[config.mk]
export PLATFORM = sky130hd
export DESIGN_NAME = vga_timing_gen
export DESIGN_NICKNAME = d
export VERILOG_FILES = /design/src/rtl/vga_timing_pkg.sv /design/src/rtl/vga_timing_gen_pix_en_div.sv /design/src/rtl/vga_timing_gen.sv
export SDC_FILE = /design/constraint.sdc
export NUM_CORES = 1
export LEC_CHECK = 0
export ABC_AREA = 1
export BUFFER_PORTS_ARGS = -buffer_cell sky130_fd_sc_hd__buf_2
export CAP_MARGIN = 10
export CORE_AREA = 2 2 68 57
export CTS_CLUSTER_DIAMETER = 150
export DETAILED_ROUTE_END_ITERATION = 16
export DIE_AREA = 0 0 70 59
export PLACE_DENSITY = 0.7
export SLEW_MARGIN = 15
export SYNTH_ARGS = -nofsm -noshare
export SYNTH_HDL_FRONTEND = slang
export SYNTH_SLANG_ARGS = --single-unit
[constraint.sdc]
create_clock -name clk -period 2.4 [get_ports clk]
set_input_delay 0.12 -clock clk [delete_from_list [all_inputs] [get_ports clk]]
set_output_delay 0.12 -clock clk [all_outputs]
set_load 0.1 [all_outputs]
[src/rtl/vga_timing_pkg.sv]
// Shared 640x480@60Hz timing constants and helpers for the VGA timing generator
// and the colour blocks that consume its pixel coordinates.
package vga_timing_pkg;

  localparam int unsigned CNT_W     = 10;

  localparam int unsigned CLK_DIV   = 4;
  localparam int unsigned H_TOTAL   = 800;
  localparam int unsigned H_SYNC    = 96;
  localparam int unsigned H_ACT_ST  = 144;
  localparam int unsigned H_ACT_END = 783;
  localparam int unsigned V_TOTAL   = 525;
  localparam int unsigned V_SYNC    = 2;
  localparam int unsigned V_ACT_ST  = 35;
  localparam int unsigned V_ACT_END = 514;

  // Screen origin that colour blocks subtract from hCount/vCount.
  localparam int unsigned VGA_SCREEN_X0 = 144;
  localparam int unsigned VGA_SCREEN_Y0 = 35;

  typedef logic [CNT_W-1:0] coord_t;

  function automatic logic in_range(input coord_t v, input coord_t lo, input coord_t hi);
    return (v >= lo) && (v <= hi);
  endfunction

endpackage

[src/rtl/vga_timing_gen_pix_en_div.sv]
// Pixel-rate divider: emits a registered one-clk pix_en pulse every CLK_DIV clks.
module pix_en_div #(
  parameter int unsigned CLK_DIV = 4
) (
  input  logic clk,
  input  logic rst_n,
  output logic pix_en
);

  localparam int unsigned DW = (CLK_DIV > 2) ? $clog2(CLK_DIV) : 1;
  localparam logic [DW-1:0] LAST = DW'(CLK_DIV - 1);

  logic [DW-1:0] div_cnt;

  always_ff @(posedge clk or negedge rst_n) begin
    if (!rst_n) begin
      div_cnt <= '0;
      pix_en  <= 1'b0;
    end else begin
      pix_en  <= (div_cnt == LAST);
      div_cnt <= (div_cnt == LAST) ? '0 : div_cnt + 1'b1;
    end
  end

endmodule

[src/rtl/vga_timing_gen.sv]
// VGA timing generator: pixel counters plus registered sync/bright/frame_tick decode
// aligned with the counter values they describe.
module vga_timing_gen #(
  parameter int unsigned CLK_DIV   = vga_timing_pkg::CLK_DIV,
  parameter int unsigned H_TOTAL   = vga_timing_pkg::H_TOTAL,
  parameter int unsigned H_SYNC    = vga_timing_pkg::H_SYNC,
  parameter int unsigned H_ACT_ST  = vga_timing_pkg::H_ACT_ST,
  parameter int unsigned H_ACT_END = vga_timing_pkg::H_ACT_END,
  parameter int unsigned V_TOTAL   = vga_timing_pkg::V_TOTAL,
  parameter int unsigned V_SYNC    = vga_timing_pkg::V_SYNC,
  parameter int unsigned V_ACT_ST  = vga_timing_pkg::V_ACT_ST,
  parameter int unsigned V_ACT_END = vga_timing_pkg::V_ACT_END
) (
  input  logic       clk,
  input  logic       rst,
  output logic       pix_en,
  output logic [9:0] hCount,
  output logic [9:0] vCount,
  output logic       hSync,
  output logic       vSync,
  output logic       bright,
  output logic       frame_tick
);

  localparam logic [9:0] H_LAST   = 10'(H_TOTAL - 1);
  localparam logic [9:0] V_LAST   = 10'(V_TOTAL - 1);
  localparam logic [9:0] H_SYNC_C = 10'(H_SYNC);
  localparam logic [9:0] V_SYNC_C = 10'(V_SYNC);
  localparam logic [9:0] H_ST_C   = 10'(H_ACT_ST);
  localparam logic [9:0] H_END_C  = 10'(H_ACT_END);
  localparam logic [9:0] V_ST_C   = 10'(V_ACT_ST);
  localparam logic [9:0] V_END_C  = 10'(V_ACT_END);

  logic [9:0] h_next;
  logic [9:0] v_next;

  pix_en_div #(.CLK_DIV(CLK_DIV)) u_div (
    .clk    (clk),
    .rst_n  (rst),
    .pix_en (pix_en)
  );

  always_comb begin
    h_next = hCount;
    v_next = vCount;
    if (pix_en) begin
      if (hCount == H_LAST) begin
        h_next = '0;
        v_next = (vCount == V_LAST) ? '0 : vCount + 10'd1;
      end else begin
        h_next = hCount + 10'd1;
      end
    end
  end

  // Decode from next-state counters so outputs switch on the same edge as the counters.
  always_ff @(posedge clk or negedge rst) begin
    if (!rst) begin
      hCount     <= '0;
      vCount     <= '0;
      hSync      <= 1'b0;
      vSync      <= 1'b0;
      bright     <= 1'b0;
      frame_tick <= 1'b0;
    end else begin
      hCount     <= h_next;
      vCount     <= v_next;
      hSync      <= !(h_next < H_SYNC_C);
      vSync      <= !(v_next < V_SYNC_C);
      bright     <= vga_timing_pkg::in_range(h_next, H_ST_C, H_END_C) &&
                    vga_timing_pkg::in_range(v_next, V_ST_C, V_END_C);
      frame_tick <= pix_en && (hCount == H_LAST) && (vCount == V_LAST);
    end
  end

endmodule

# ---- After elaboration in Yosys (flattened, before gate mapping)
# Index checks and enable logic that the tools add are counted.
# W data, S select, Z words.
dict set report totals {
  reg_bits 27
  latchBits 0
  ramBits 0
  mem_bits_ro 0
  input_bits 2
  output_inout_bits 25
  wordCells 33
  mem_count 0
}
dict set report classes {
  n_addsub 3
  n_mul 0
  div_mod_pow 0
  order_cmp 6
  eq_ne 3
  shift 0
  muxes 6
  n_bitwise 0
  n_reduce_logical 7
}
# op count
set op_table {}
lappend op_table {{$mux W10} 5}
lappend op_table {{$add A10 B1 Y10 const B} 2}
lappend op_table {{$eq A10 B10 Y1 const B} 2}
lappend op_table {{$le A10 B10 Y1 const B} 2}
lappend op_table {{$ge A10 B6 Y1 const B} 1}
lappend op_table {{$ge A10 B8 Y1 const B} 1}
lappend op_table {{$lt A10 B2 Y1 const B} 1}
lappend op_table {{$lt A10 B7 Y1 const B} 1}
lappend op_table {{$logic_and A1 B1 Y1} 5}
lappend op_table {{$add A2 B1 Y2 const B} 1}
lappend op_table {{$eq A2 B2 Y1 const B} 1}
lappend op_table {{$logic_not A1 Y1} 2}
lappend op_table {{$mux W2} 1}

# ---- Logic depth before layout (Yosys ltp)
# Gate-level depths: netlist of run 1.
dict set report depth {
  depth_word 7
  mapped_depth 15
  depth_no_buf 15
}

# ---- Modules after synthesis
# A second synthesis of run 1 with hierarchy kept.
dict set report unflattened {
  cells_unflattened 220
  hier_area_um2 1606.5
}
# mod n_inst cells_per_inst area_per_inst_um2 seq_area_each_um2
set by_module_without_submodules {}
lappend by_module_without_submodules {vga_timing_gen 1 215 1515.2 600.6}
lappend by_module_without_submodules {pix_en_div 1 5 91.3 75.1}

# ---- Least setup slack after synthesis of run 1
# OpenSTA, ideal clock, no wires.
dict set report synth_timing {
  path_kind {register -> register}
  from {register hCount[0]}
  to {register bright}
  setup_time_ps 119
  arrival_ps 2346
  required_ps 2281
  setup_slack_ps -65
  stages_incl_launch_ff 15
  path_buffers 0
  period_less_slack_ps 2465
  cell_sequence {dfrtp_1 ha_1 nand2_2 inv_1 nand2_2 nor2_4 nand3_2 nand2_1 o21ai_2 nand2_1 nand2_1 o21bai_1 nand2_1 nand2_1 nor2_1}
}
dict set report synth_via {
  elab_chain_len 6
  word_cells_on_any_way 13
  classes_between {add/sub: 1; order compare: 4; eq/ne: 1; mux: 4; reduce/logical: 3}
}
# element line
set synth_lines {}
lappend synth_lines {{from (decl)} vga_timing_gen.sv:17} ;# output logic [9:0] hCount,
lappend synth_lines {{from (signal assigned)} vga_timing_gen.sv:66} ;# hCount <= h_next;
lappend synth_lines {{$eq A10 B10 Y1 (*)} vga_timing_gen.sv:47} ;# if (hCount == H_LAST) begin
lappend synth_lines {{$mux W10 (*)} vga_timing_gen.sv:47}
lappend synth_lines {{$mux W10 (*)} vga_timing_gen.sv:46} ;# if (pix_en) begin
lappend synth_lines {{via v_next[1]} vga_timing_gen.sv:35} ;# logic [9:0] v_next;
lappend synth_lines {{$ge A10 B6 Y1 or $le A10 B10 Y1 (tied branches)} vga_timing_pkg.sv:24} ;# return (v >= lo) && (v <= hi);
lappend synth_lines {{$logic_and A1 B1 Y1 (*)} vga_timing_pkg.sv:24}
lappend synth_lines {{$logic_and A1 B1 Y1 (*)} vga_timing_gen.sv:70} ;# bright <= vga_timing_pkg::in_range(h_next, H_ST_C, H_END_C) &&
lappend synth_lines {{to (signal assigned)} vga_timing_gen.sv:70}
lappend synth_lines {{to (decl)} vga_timing_gen.sv:21} ;# output logic bright,
# The timed path passes the listed nets; every way through them passes the cells marked *.

# ---- Worst setup path in the final report of run 1
dict set report layout_timing {
  from {register hCount[0]}
  to {register bright}
}
dict set report layout_via {
  elab_chain_len 6
  word_cells_on_any_way 13
  classes_between {add/sub: 1; order compare: 4; eq/ne: 1; mux: 4; reduce/logical: 3}
}
# element line
set layout_lines {}
lappend layout_lines {{$add A10 B1 Y10 or $eq A10 B10 Y1 (tied branches)} {vga_timing_gen.sv:51, vga_timing_gen.sv:47}}
lappend layout_lines {{$mux W10} vga_timing_gen.sv:47}
lappend layout_lines {{$mux W10} vga_timing_gen.sv:46}
lappend layout_lines {{$ge A10 B8 Y1 (tied with other cells)} vga_timing_pkg.sv:24}
lappend layout_lines {{$logic_and A1 B1 Y1} vga_timing_pkg.sv:24}
lappend layout_lines {{$logic_and A1 B1 Y1 (*)} vga_timing_gen.sv:70}
# Mark *: on every way between the ends. The rest lies on a longest branch, timed or not.

==> flow_summary.toml, run 1 <==
[routing]
wl_met1_um = 1957
remaining_drc_errors = 0
wl_met2_um = 1535
wl_met3_um = 233
via_per_inst = 5.073
dr.pass1.iters = 4
ant_nets = 0
drt-initial-drc-count = 122
wirelength_um = 3769
routedWlPerCell_um = 12.56
vias = 1522
top_layer = "met4"

[timing]
final-setup-viol-count = 0
worst_slack_ns = 0.4692
period_share_pct = 80.45
tightest_slew_ns = 0.5977
layout_min_cycle_time_ns = 1.931
rsz0062_at_grt = "no"
max_freq_ghz = 0.5179
hold_viol = 0
skew_ns = 0.007931
slew_viol_final = 0
slew_headroom_pct = 60.15
tns_ns = 0

[worst_setup_path]
cp_data_arrival_time_ns = 2.11
path_buf_inv = 1
cpMostUsedCell = "nand2_1"
cpPeakStageDelay_ns = 0.44
crit_path_start = "hCount[0]"
path_depth = 14
startpoint_type = "flop"
cp_slowest_cell = "dfrtp_2"
path_class = "reg2reg"
end_kind = "flop"
cp.required_ns = 2.58
r2r-end = "bright"
worstRegToRegCells = 14
r2r-start = "hCount[0]"
crit_end = "bright"
cp_max_fo = 7
rrSetupSlack_ns = 0.47
crit_chain = "ha_1 > inv_1 > nor2_1 > nand3_2 > nor2_4 > nand2_2 > nor2_2 > nand2_1 > nand2_1 > nand3_1 > nor2_2 > nand2_1 > nand2_1 > nor2_1"
path_delay_family = "simple AND/OR/NAND/NOR gates"

[placement]
gp_congestion = 0.8911
place_inst = 295
detailedPlace.worstSlack_ns = 0.5019
place_area_um2 = 1876
post-dp-hpwl_um = 2919
port_buffers = 26

[power_and_ir_drop]
p_seq_share_pct = 61.3
p_int_uw = 574.5
peakVddDrop_uv = 384.8
powerDensity_nw_per_um2 = 383.4
leakage_nw = 1.099
swShare_pct = 22.53
clkPwrFrac_pct = 37.3
p_switching_uw = 167.1
p_comb_share_pct = 1.4

[global_route]
grt_overflow = 0
antenna_found_initial = 0
grtUsageTotal_pct = 20.39
first_global_vias = 1409
grt_pass1_wl_um = 6548
grt_max_degree = 28

[synthesis]
syn_area_per_cell_um2 = 7.436
ys_seq_area_share_pct = 40.03
netlist_instances = 227
synthTopCellsByCount = "64 x nand2_1, 31 x inv_1, 27 x dfrtp_1, 24 x nor2_1, 17 x nand3_1"
yosysTopAreaCell = "dfrtp_1"
ys_top_cells_by_area = "dfrtp_1 40%, nand2_1 14%, inv_1 6.9%"
async_flop_share_pct = 100.0
synth_ff_type = "dfrtp_1"
synth_top_area_share_pct = 40.03
ys_warn_count = 0
yosysUniqueCellTypes = 25
ys_ff_latch = 27
syn-num-nets = 233
syn-cell-area_um2 = 1688
synth_edf_count = 0
yosysMostFrequentCell = "nand2_1"

[floorplanning]
core-area_um2 = 3376
die_w_um = 70
initial_utilization_pct = 50.00
die_h_um = 59
fp-row-count = 19
die-area_um2 = 4130
io_pins = 27

[cts]
htreeDepth = 1
cts-root-buf = "clkbuf_8"
clk_path_buf_depth = 2
worstSkewPairLatency_ns = 0.28
cts_made_buffers = 3
cts_tree = "done"
cts.sinks = 27
postCtsSetupRepairBufs = 0
clkTransAtPathRegs_ns = 0.10

[cells_and_area]
fillCellCount = 318
design_area_um2 = 1934
fin_nets = 265
post-route-util_pct = 57.30
area_growth_pct = 14.60
drive_above_1_share_pct = 25.19
antenna_cells = 0
final_cells = 300

[hold_path]
min_path_type = "in2async"

[run_status]
status = "finished clean"

[flow_run]
maxCapViolCount = 0
power by group through the flow:
stage	clock (mW)	sequential [mW]	combinational, mW
3_5_place_dp	0	0.464	0.00991
5_1_grt	0.304	0.455	0.0128
6_report	0.277	0.455	0.0102
3_3_place_gp	0	0.464	0.00982
4_1_cts	0.282	0.455	0.0111
2_1_floorplan	0	0.464	0.000000576
through the flow:
stage	hold WS, ns	total power [mW]
after floorplan	-0.1756	0.4636
after global placement	0.1617	0.4733
after detailed placement	0.1644	0.4734
after CTS	0.3849	0.7477
after global routing	0.4375	0.7712
final	0.3637	0.7416
state kept, by name (all words and copies together) (netlist names):
name / flops
hSync: 1
u_div.pix_en: 1
frame_tick: 1
u_div.div_cnt: 2
bright: 1
hCount: 10
vCount: 10
vSync: 1
cell families (layout without fill, tap and decap cells):
group	count (synthesis)	in the layout	share of synthesized area, %
buffers and inverters	40	71	9.266
adder cells (fa/ha/maj)	4	4	2.965
XOR/XNOR	4	4	2.521
flip-flops	27	27	40.03
AND/OR/NAND/NOR	141	141	41.22
AO/OA/AOI/OAI	11	11	4.003
area by class of cell:
cell class / instances / area [um^2] / area share (%)
clock inverter: 1 / 7.507 / 0.3881
multi-input combinational: 160 / 855.8 / 44.24
sequential: 27 / 678.2 / 35.06
clock buffer: 3 / 41.29 / 2.135
timing repair buffer: 28 / 147.6 / 7.633
inverter: 39 / 151.4 / 7.827
tap: 42 / 52.55 / 2.717
repair_timing:
| item | 4_1_cts | 5_1_grt |
|---|---|---|
| gates resized for setup | 0 | 0 |
| hold endpoints to repair | 27 | 0 |
| setup endpoints to repair | 0 | 0 |
| hold buffers | 1 | 0 |
worst min path at each step:
stage,start,slack (ns),to,cells after the start
after CTS,rst,0.38,hCount[7],2
after global routing,rst,0.44,hCount[8],2
after global placement,rst,0.16,hSync,1
final,rst,0.36,hSync,2
after floorplan,rst,-0.18,bright,0
after detailed placement,rst,0.16,hCount[7],1
cell usage in the layout, fill, tap and decap left out, types with 2 or more instances in the layout:
| cell | synthesis | layout |
|---|---|---|
| inv_1 | 31 | 31 |
| inv_2 | 6 | 6 |
| dfrtp_1 | 27 | 25 |
| o21ai_0 | 4 | 4 |
| nand3_1 | 17 | 17 |
| nand3b_1 | 2 | 2 |
| nand3_2 | 7 | 7 |
| nand2_1 | 64 | 64 |
| a21oi_1 | 3 | 3 |
| buf_2 | 1 | 26 |
| o21bai_1 | 2 | 2 |
| nand2_2 | 4 | 4 |
| nor3_1 | 4 | 4 |
| nand4_1 | 7 | 7 |
| ha_1 | 4 | 4 |
| dfrtp_2 | 0 | 2 |
| clkbuf_8 | 0 | 3 |
| nor2_2 | 7 | 7 |
| nor2_1 | 24 | 24 |
| xor2_1 | 3 | 3 |
| nor2_4 | 4 | 4 |
per-layer routing:
layer  up-vias  track usage [%]
li1        775                -
met1       697            30.63
met2        44            29.52
met3         6            5.102
met4         0            5.220
met5         -                0
worst reg2reg max path, stage by stage, from the launching register on:
cell     delay [ns]
dfrtp_2        0.44
ha_1           0.22
inv_1          0.07
nor2_1         0.12
nand3_2        0.11
nor2_4         0.15
nand2_2        0.11
nor2_2         0.09
nand2_1        0.05
nand2_1        0.13
nand3_1        0.10
nor2_2         0.10
nand2_1        0.06
nand2_1        0.06
nor2_1         0.03
(Power assumes the default switching activity.)
==> inputs of run 2 (changes only) <==
- ABC_AREA: 1 -> 0
- CORE_AREA: 2 2 68 57 -> 2 2 63 53
- DIE_AREA: 0 0 70 59 -> 0 0 65 55
- PLACE_DENSITY: 0.7 -> 0.73
- clock period: 2.4 -> 1.65 ns (I/O delays scaled with it)
==> run 2 against run 1 <==
The flow now finishes with violations (negative setup slack). Via count is 0.26% lower. Die area is 13% lower. Synthesized cell count is 38% lower. Largest power group unchanged. Highest routed layer unchanged.
==> flow_summary.toml, run 2 <==
[run_status]
status = "finished, violations left"
violations = "negative setup slack"

[timing]
worst_slack_ns = -0.5772
slew_viol_final = 0
max_freq_ghz = 0.4490
slew_headroom_pct = 60.78
hold_viol = 0
layout_min_cycle_time_ns = 2.227
rsz0062_at_grt = "yes"
tns_ns = -3.169
final-setup-viol-count = 13
tightest_slew_ns = 0.5884
skew_ns = 0.001941
period_share_pct = 135.0

[worst_setup_path]
cp_data_arrival_time_ns = 2.39
cp_slowest_cell = "dfrtp_4"
path_delay_family = "compound AO/OA/AOI/OAI gates"
path_buf_inv = 2
cp_max_fo = 6
r2r-start = "vCount[0]"
startpoint_type = "flop"
cp.required_ns = 1.81
rrSetupSlack_ns = -0.58
crit_chain = "buf_4 > inv_1 > ha_4 > nand4_1 > and4_1 > a311o_2 > nor3_4 > o22a_1 > a21oi_2"
cpPeakStageDelay_ns = 0.50
worstRegToRegCells = 9
end_kind = "flop"
r2r-end = "bright"
path_class = "reg2reg"
path_depth = 9

[cells_and_area]
antenna_cells = 0
final_common_cell = "buf_4"
mostFrequentLayoutCells = "44 x buf_4, 26 x buf_2, 12 x dfrtp_4, 11 x nand2_1, 11 x inv_1"
design_area_um2 = 2380
fin_nets = 228
top_regs = "hCount x10, vCount x10, u_div.div_cnt x2"
drive_above_1_share_pct = 64.25
area_growth_pct = 69.07

[synthesis]
syn_area_per_cell_um2 = 10.05
yosysTopAreaCell = "dfrtp_1"
yosysMostFrequentCell = "dfrtp_1"
synth_edf_count = 0
synth_top_area_share_pct = 48.00
ys_top_cells_by_area = "dfrtp_1 48%, xnor2_1 4.4%, inv_1 3.7%"
netlist_instances = 140
synthTopCellsByCount = "27 x dfrtp_1, 14 x inv_1, 11 x nand2_1, 10 x nand3_1, 7 x xnor2_1"
yosysUniqueCellTypes = 40
async_flop_share_pct = 100.0
syn-cell-area_um2 = 1408
synth_ff_type = "dfrtp_1"
ys_ff_latch = 27
ys_seq_area_share_pct = 48.00
ys_warn_count = 0
syn-num-nets = 146

[global_route]
grt_max_degree = 28
grt.busiest_layer = "met2"
grtUsageTotal_pct = 27.66
met3_usage_pct = 7.490
grt_overflow = 0
gr-usage-met1_pct = 33.16
antenna_found_initial = 0
use_met2_pct = 48.97
grt_pass1_wl_um = 7044
first_global_vias = 1474

[cts]
cts.sinks = 27
cts-root-buf = "clkbuf_8"
clk_path_buf_depth = 2
clkTransAtPathRegs_ns = 0.08
htreeDepth = 1
cts_made_buffers = 3
worstSkewPairLatency_ns = 0.27
cts_tree = "done"

[floorplanning]
die_w_um = 65
fp-row-count = 18
core-area_um2 = 2950
initial_utilization_pct = 47.71
io_pins = 27
die_h_um = 55
die-area_um2 = 3575

[placement]
detailedPlace.worstSlack_ns = -0.6266
post-dp-hpwl_um = 2806
port_buffers = 26
gp_congestion = 0.8923
place_area_um2 = 1998

[power_and_ir_drop]
powerDensity_nw_per_um2 = 439.3
peakVddDrop_uv = 439.2
leakage_nw = 1.117
finalPower_mw = 1.046

[routing]
drt-initial-drc-count = 146
vias = 1518
via_per_inst = 5.816
remaining_drc_errors = 0
wirelength_um = 5010
dr.pass1.iters = 4
routedWlPerCell_um = 19.20
ant_nets = 0

[flow_run]
maxCapViolCount = 0

[hold_path]
min_path_type = "in2async"
run 2: cells by family after synthesis:
family                     synth area share, %
AOI/OAI and AO/OA                        10.13
adders and majority gates                3.556
muxes                                    1.511
xor gates and xnor gates                 6.223
buffers and inverters                    5.422
DFF                                      48.00
and+or+nand+nor                          25.16
run 2: routing by layer:
layer / vias to the layer above / wire [um]
met1: 756 / 2048
met3: 16 / 392
li1: 659 / -
met2: 87 / 2446
met5: - / 0
met4: 0 / 123
run 2: stage by stage:
| step | util, % | hold WS [ns] | instances |
|---|---|---|---|
| 2_1_floorplan | - | -0.2131 | 140 |
| 3_3_place_gp | 67.73 | 0.1144 | 244 |
| 3_5_place_dp | 67.73 | 0.1281 | 244 |
| 4_1_cts | 75.32 | 0.3711 | 256 |
| 5_1_grt | 80.66 | 0.3830 | 261 |
| 6_report | 80.66 | 0.3338 | 261 |
run 2: area by class of cell:
type                            count  area, um^2
Multi-Input combinational cell     96       925.9
Sequential cell                    27       732.0
Timing Repair Buffer               80       571.8
Fill cell                         165       570.5
Inverter                           14       55.05
Tap cell                           40       50.05
Clock buffer                        4       45.04
run 2: worst max path at each step:
stage	start	end	slack, ns
3_3_place_gp	hCount[5]	bright	-0.55
2_1_floorplan	vCount[1]	bright	-0.71
6_report	vCount[0]	bright	-0.58
3_5_place_dp	hCount[5]	bright	-0.63
5_1_grt	hCount[1]	bright	-0.66
4_1_cts	hCount[5]	bright	-0.52
run 2: what timing repair did:
item                                    in CTS  in global routing
endpoints found under the hold margin       27                  0
endpoints found under the setup margin      13                 15
pin swaps                                   10                 11
gates resized for setup                     24                 25
setup buffers                                8                  6
hold buffers                                 1                  0
run 2: report_power, final:
group | total (mW) | switching [mW] | leakage [nW] | internal [mW]
Clock | 0.370 | 0.197 | 0.0228 | 0.173
Combinational | 0.0147 | 0.0123 | 0.766 | 0.00237
Sequential | 0.660 | 0 | 0.328 | 0.660
==> inputs of run 3 (changes only) <==
- CORE_AREA: 2 2 63 53 -> 2 2 62 52
- DIE_AREA: 0 0 65 55 -> 0 0 64 54
- PLACE_DENSITY: 0.73 -> 0.72
- clock period: 1.65 -> 2.66 ns (I/O delays scaled with it)
==> run 3 against run 2 <==
The flow now finishes without violations. Register-to-register slack better by 0.90 ns. Sequential share of layout area increased by 12 points. Routed wire length decreased by 42%. Sequential power is 38% lower. Clock power fell by 53%. Die area down 3.3%. Critical path depth shrank 2. Design area decreased by 32%. Clock-buffer cell count unchanged. First-iteration DRC count shrank 84%. Highest routed layer unchanged. Via count is 26% lower.
==> flow_summary.toml, run 3 (same netlist as run 2, synthesis figures left out) <==
[run_status]
status = "finished clean"

[routing]
vias = 1119
routedWlPerCell_um = 13.98
wirelength_um = 2922
via_per_inst = 5.354
remaining_drc_errors = 0
ant_nets = 0
dr.pass1.iters = 4
drt-initial-drc-count = 24

[cells_and_area]
design_area_um2 = 1620
top_regs = "hCount x10, vCount x10, u_div.div_cnt x2"
mostFrequentLayoutCells = "26 x buf_2, 17 x dfrtp_1, 14 x inv_1, 11 x nand2_1"
area_growth_pct = 15.11
antenna_cells = 0
final_common_cell = "buf_2"
drive_above_1_share_pct = 28.99
fin_nets = 176

[timing]
layout_min_cycle_time_ns = 2.340
period_share_pct = 87.98
slew_viol_final = 0
tns_ns = 0
final-setup-viol-count = 0
tightest_slew_ns = 0.5813
skew_ns = 0.009527
slew_headroom_pct = 61.24
hold_viol = 0
max_freq_ghz = 0.4273
rsz0062_at_grt = "no"

[power_and_ir_drop]
leakage_nw = 0.8053
peakVddDrop_uv = 182.9
powerDensity_nw_per_um2 = 365.8

[worst_setup_path]
r2r-start = "vCount[6]"
end_kind = "flop"
cp.required_ns = 2.92
startpoint_type = "flop"
r2r-end = "bright"
cp_data_arrival_time_ns = 2.60
rrSetupSlack_ns = 0.32
worstRegToRegCells = 7
path_class = "reg2reg"
cp_max_fo = 7

[floorplanning]
io_pins = 27
die_w_um = 64
core-area_um2 = 2905
die-area_um2 = 3456
fp-row-count = 18
die_h_um = 54
initial_utilization_pct = 48.45

[global_route]
grt_overflow = 0
first_global_vias = 1041
grt_max_degree = 28
grt_pass1_wl_um = 4830
antenna_found_initial = 0
grtUsageTotal_pct = 18.44

[cts]
cts_tree = "done"
clk_path_buf_depth = 2
cts-root-buf = "clkbuf_4"
cts.sinks = 27
worstSkewPairLatency_ns = 0.32
cts_made_buffers = 3
htreeDepth = 1
postCtsSetupRepairBufs = 0
clkTransAtPathRegs_ns = 0.14

[flow_run]
maxCapViolCount = 0

[placement]
gp_congestion = 0.8478
port_buffers = 26
place_area_um2 = 1584
post-dp-hpwl_um = 2167

[hold_path]
min_path_type = "in2async"
run 3: layer usage:
metal | wire length [um] | part of all wire (%) | vias to the layer above | global-route usage [%]
met5 | 0 | 0 | - | 0
met1 | 1400 | 48 | 537 | 24.97
met3 | 146 | 5.0 | 2 | 3.975
met2 | 1359 | 47 | 27 | 29.86
li1 | - | - | 553 | -
met4 | 15 | 0.51 | 0 | 6.159
run 3: critical path, stage by stage (launching register included):
cell and delay (ns):
dfrtp_1 0.48, nor4_1 0.39, nand4_1 0.34, and4_1 0.32, a311o_2 0.31, nor3_2 0.14
nand4_1 0.14, a21oi_2 0.17
run 3: area by class of cell:
| class | count | area, um^2 |
|---|---|---|
| fill | 254 | 1285 |
| clock buffer | 4 | 26.28 |
| tap | 40 | 50.05 |
| sequential | 27 | 688.2 |
| inverter | 14 | 52.55 |
| timing repair buffer | 28 | 147.6 |
| multi-input combinational | 96 | 655.6 |
run 3: worst max-delay path by stage:
stage | start | to
after floorplan | hCount[6] | bright
after global routing | vCount[6] | bright
after detailed placement | hCount[6] | bright
after global placement | hCount[0] | bright
after CTS | vCount[6] | bright
final | vCount[6] | bright
run 3: where the power goes:
group | internal (mW) | total (mW) | leakage [nW] | switching, mW
clock | 0.0586 | 0.173 | 0.0150 | 0.115
sequential | 0.410 | 0.410 | 0.349 | 0
combinational | 0.00149 | 0.00913 | 0.441 | 0.00765
total | 0.470 | 0.593 | 0.805 | 0.122
run 3: what timing repair did:
action | in CTS | in global routing
hold endpoints to repair | 27 | 0
resized for setup | 0 | 0
hold buffers | 1 | 0
run 3: stage by stage:
stage               std cells  util, %  power (mW)  worst slack, ns  hold WS, ns
floorplan                 140        -      0.4183         0.001183      -0.1626
global placement          204    54.52      0.4267           0.4051       0.1640
detailed placement        204    54.52      0.4268           0.3783       0.1690
CTS                       209    55.77      0.6018           0.3243       0.3433
global route              209    55.77      0.6160          0.08231       0.3919
finish                    209    55.77      0.5927           0.3198       0.3457
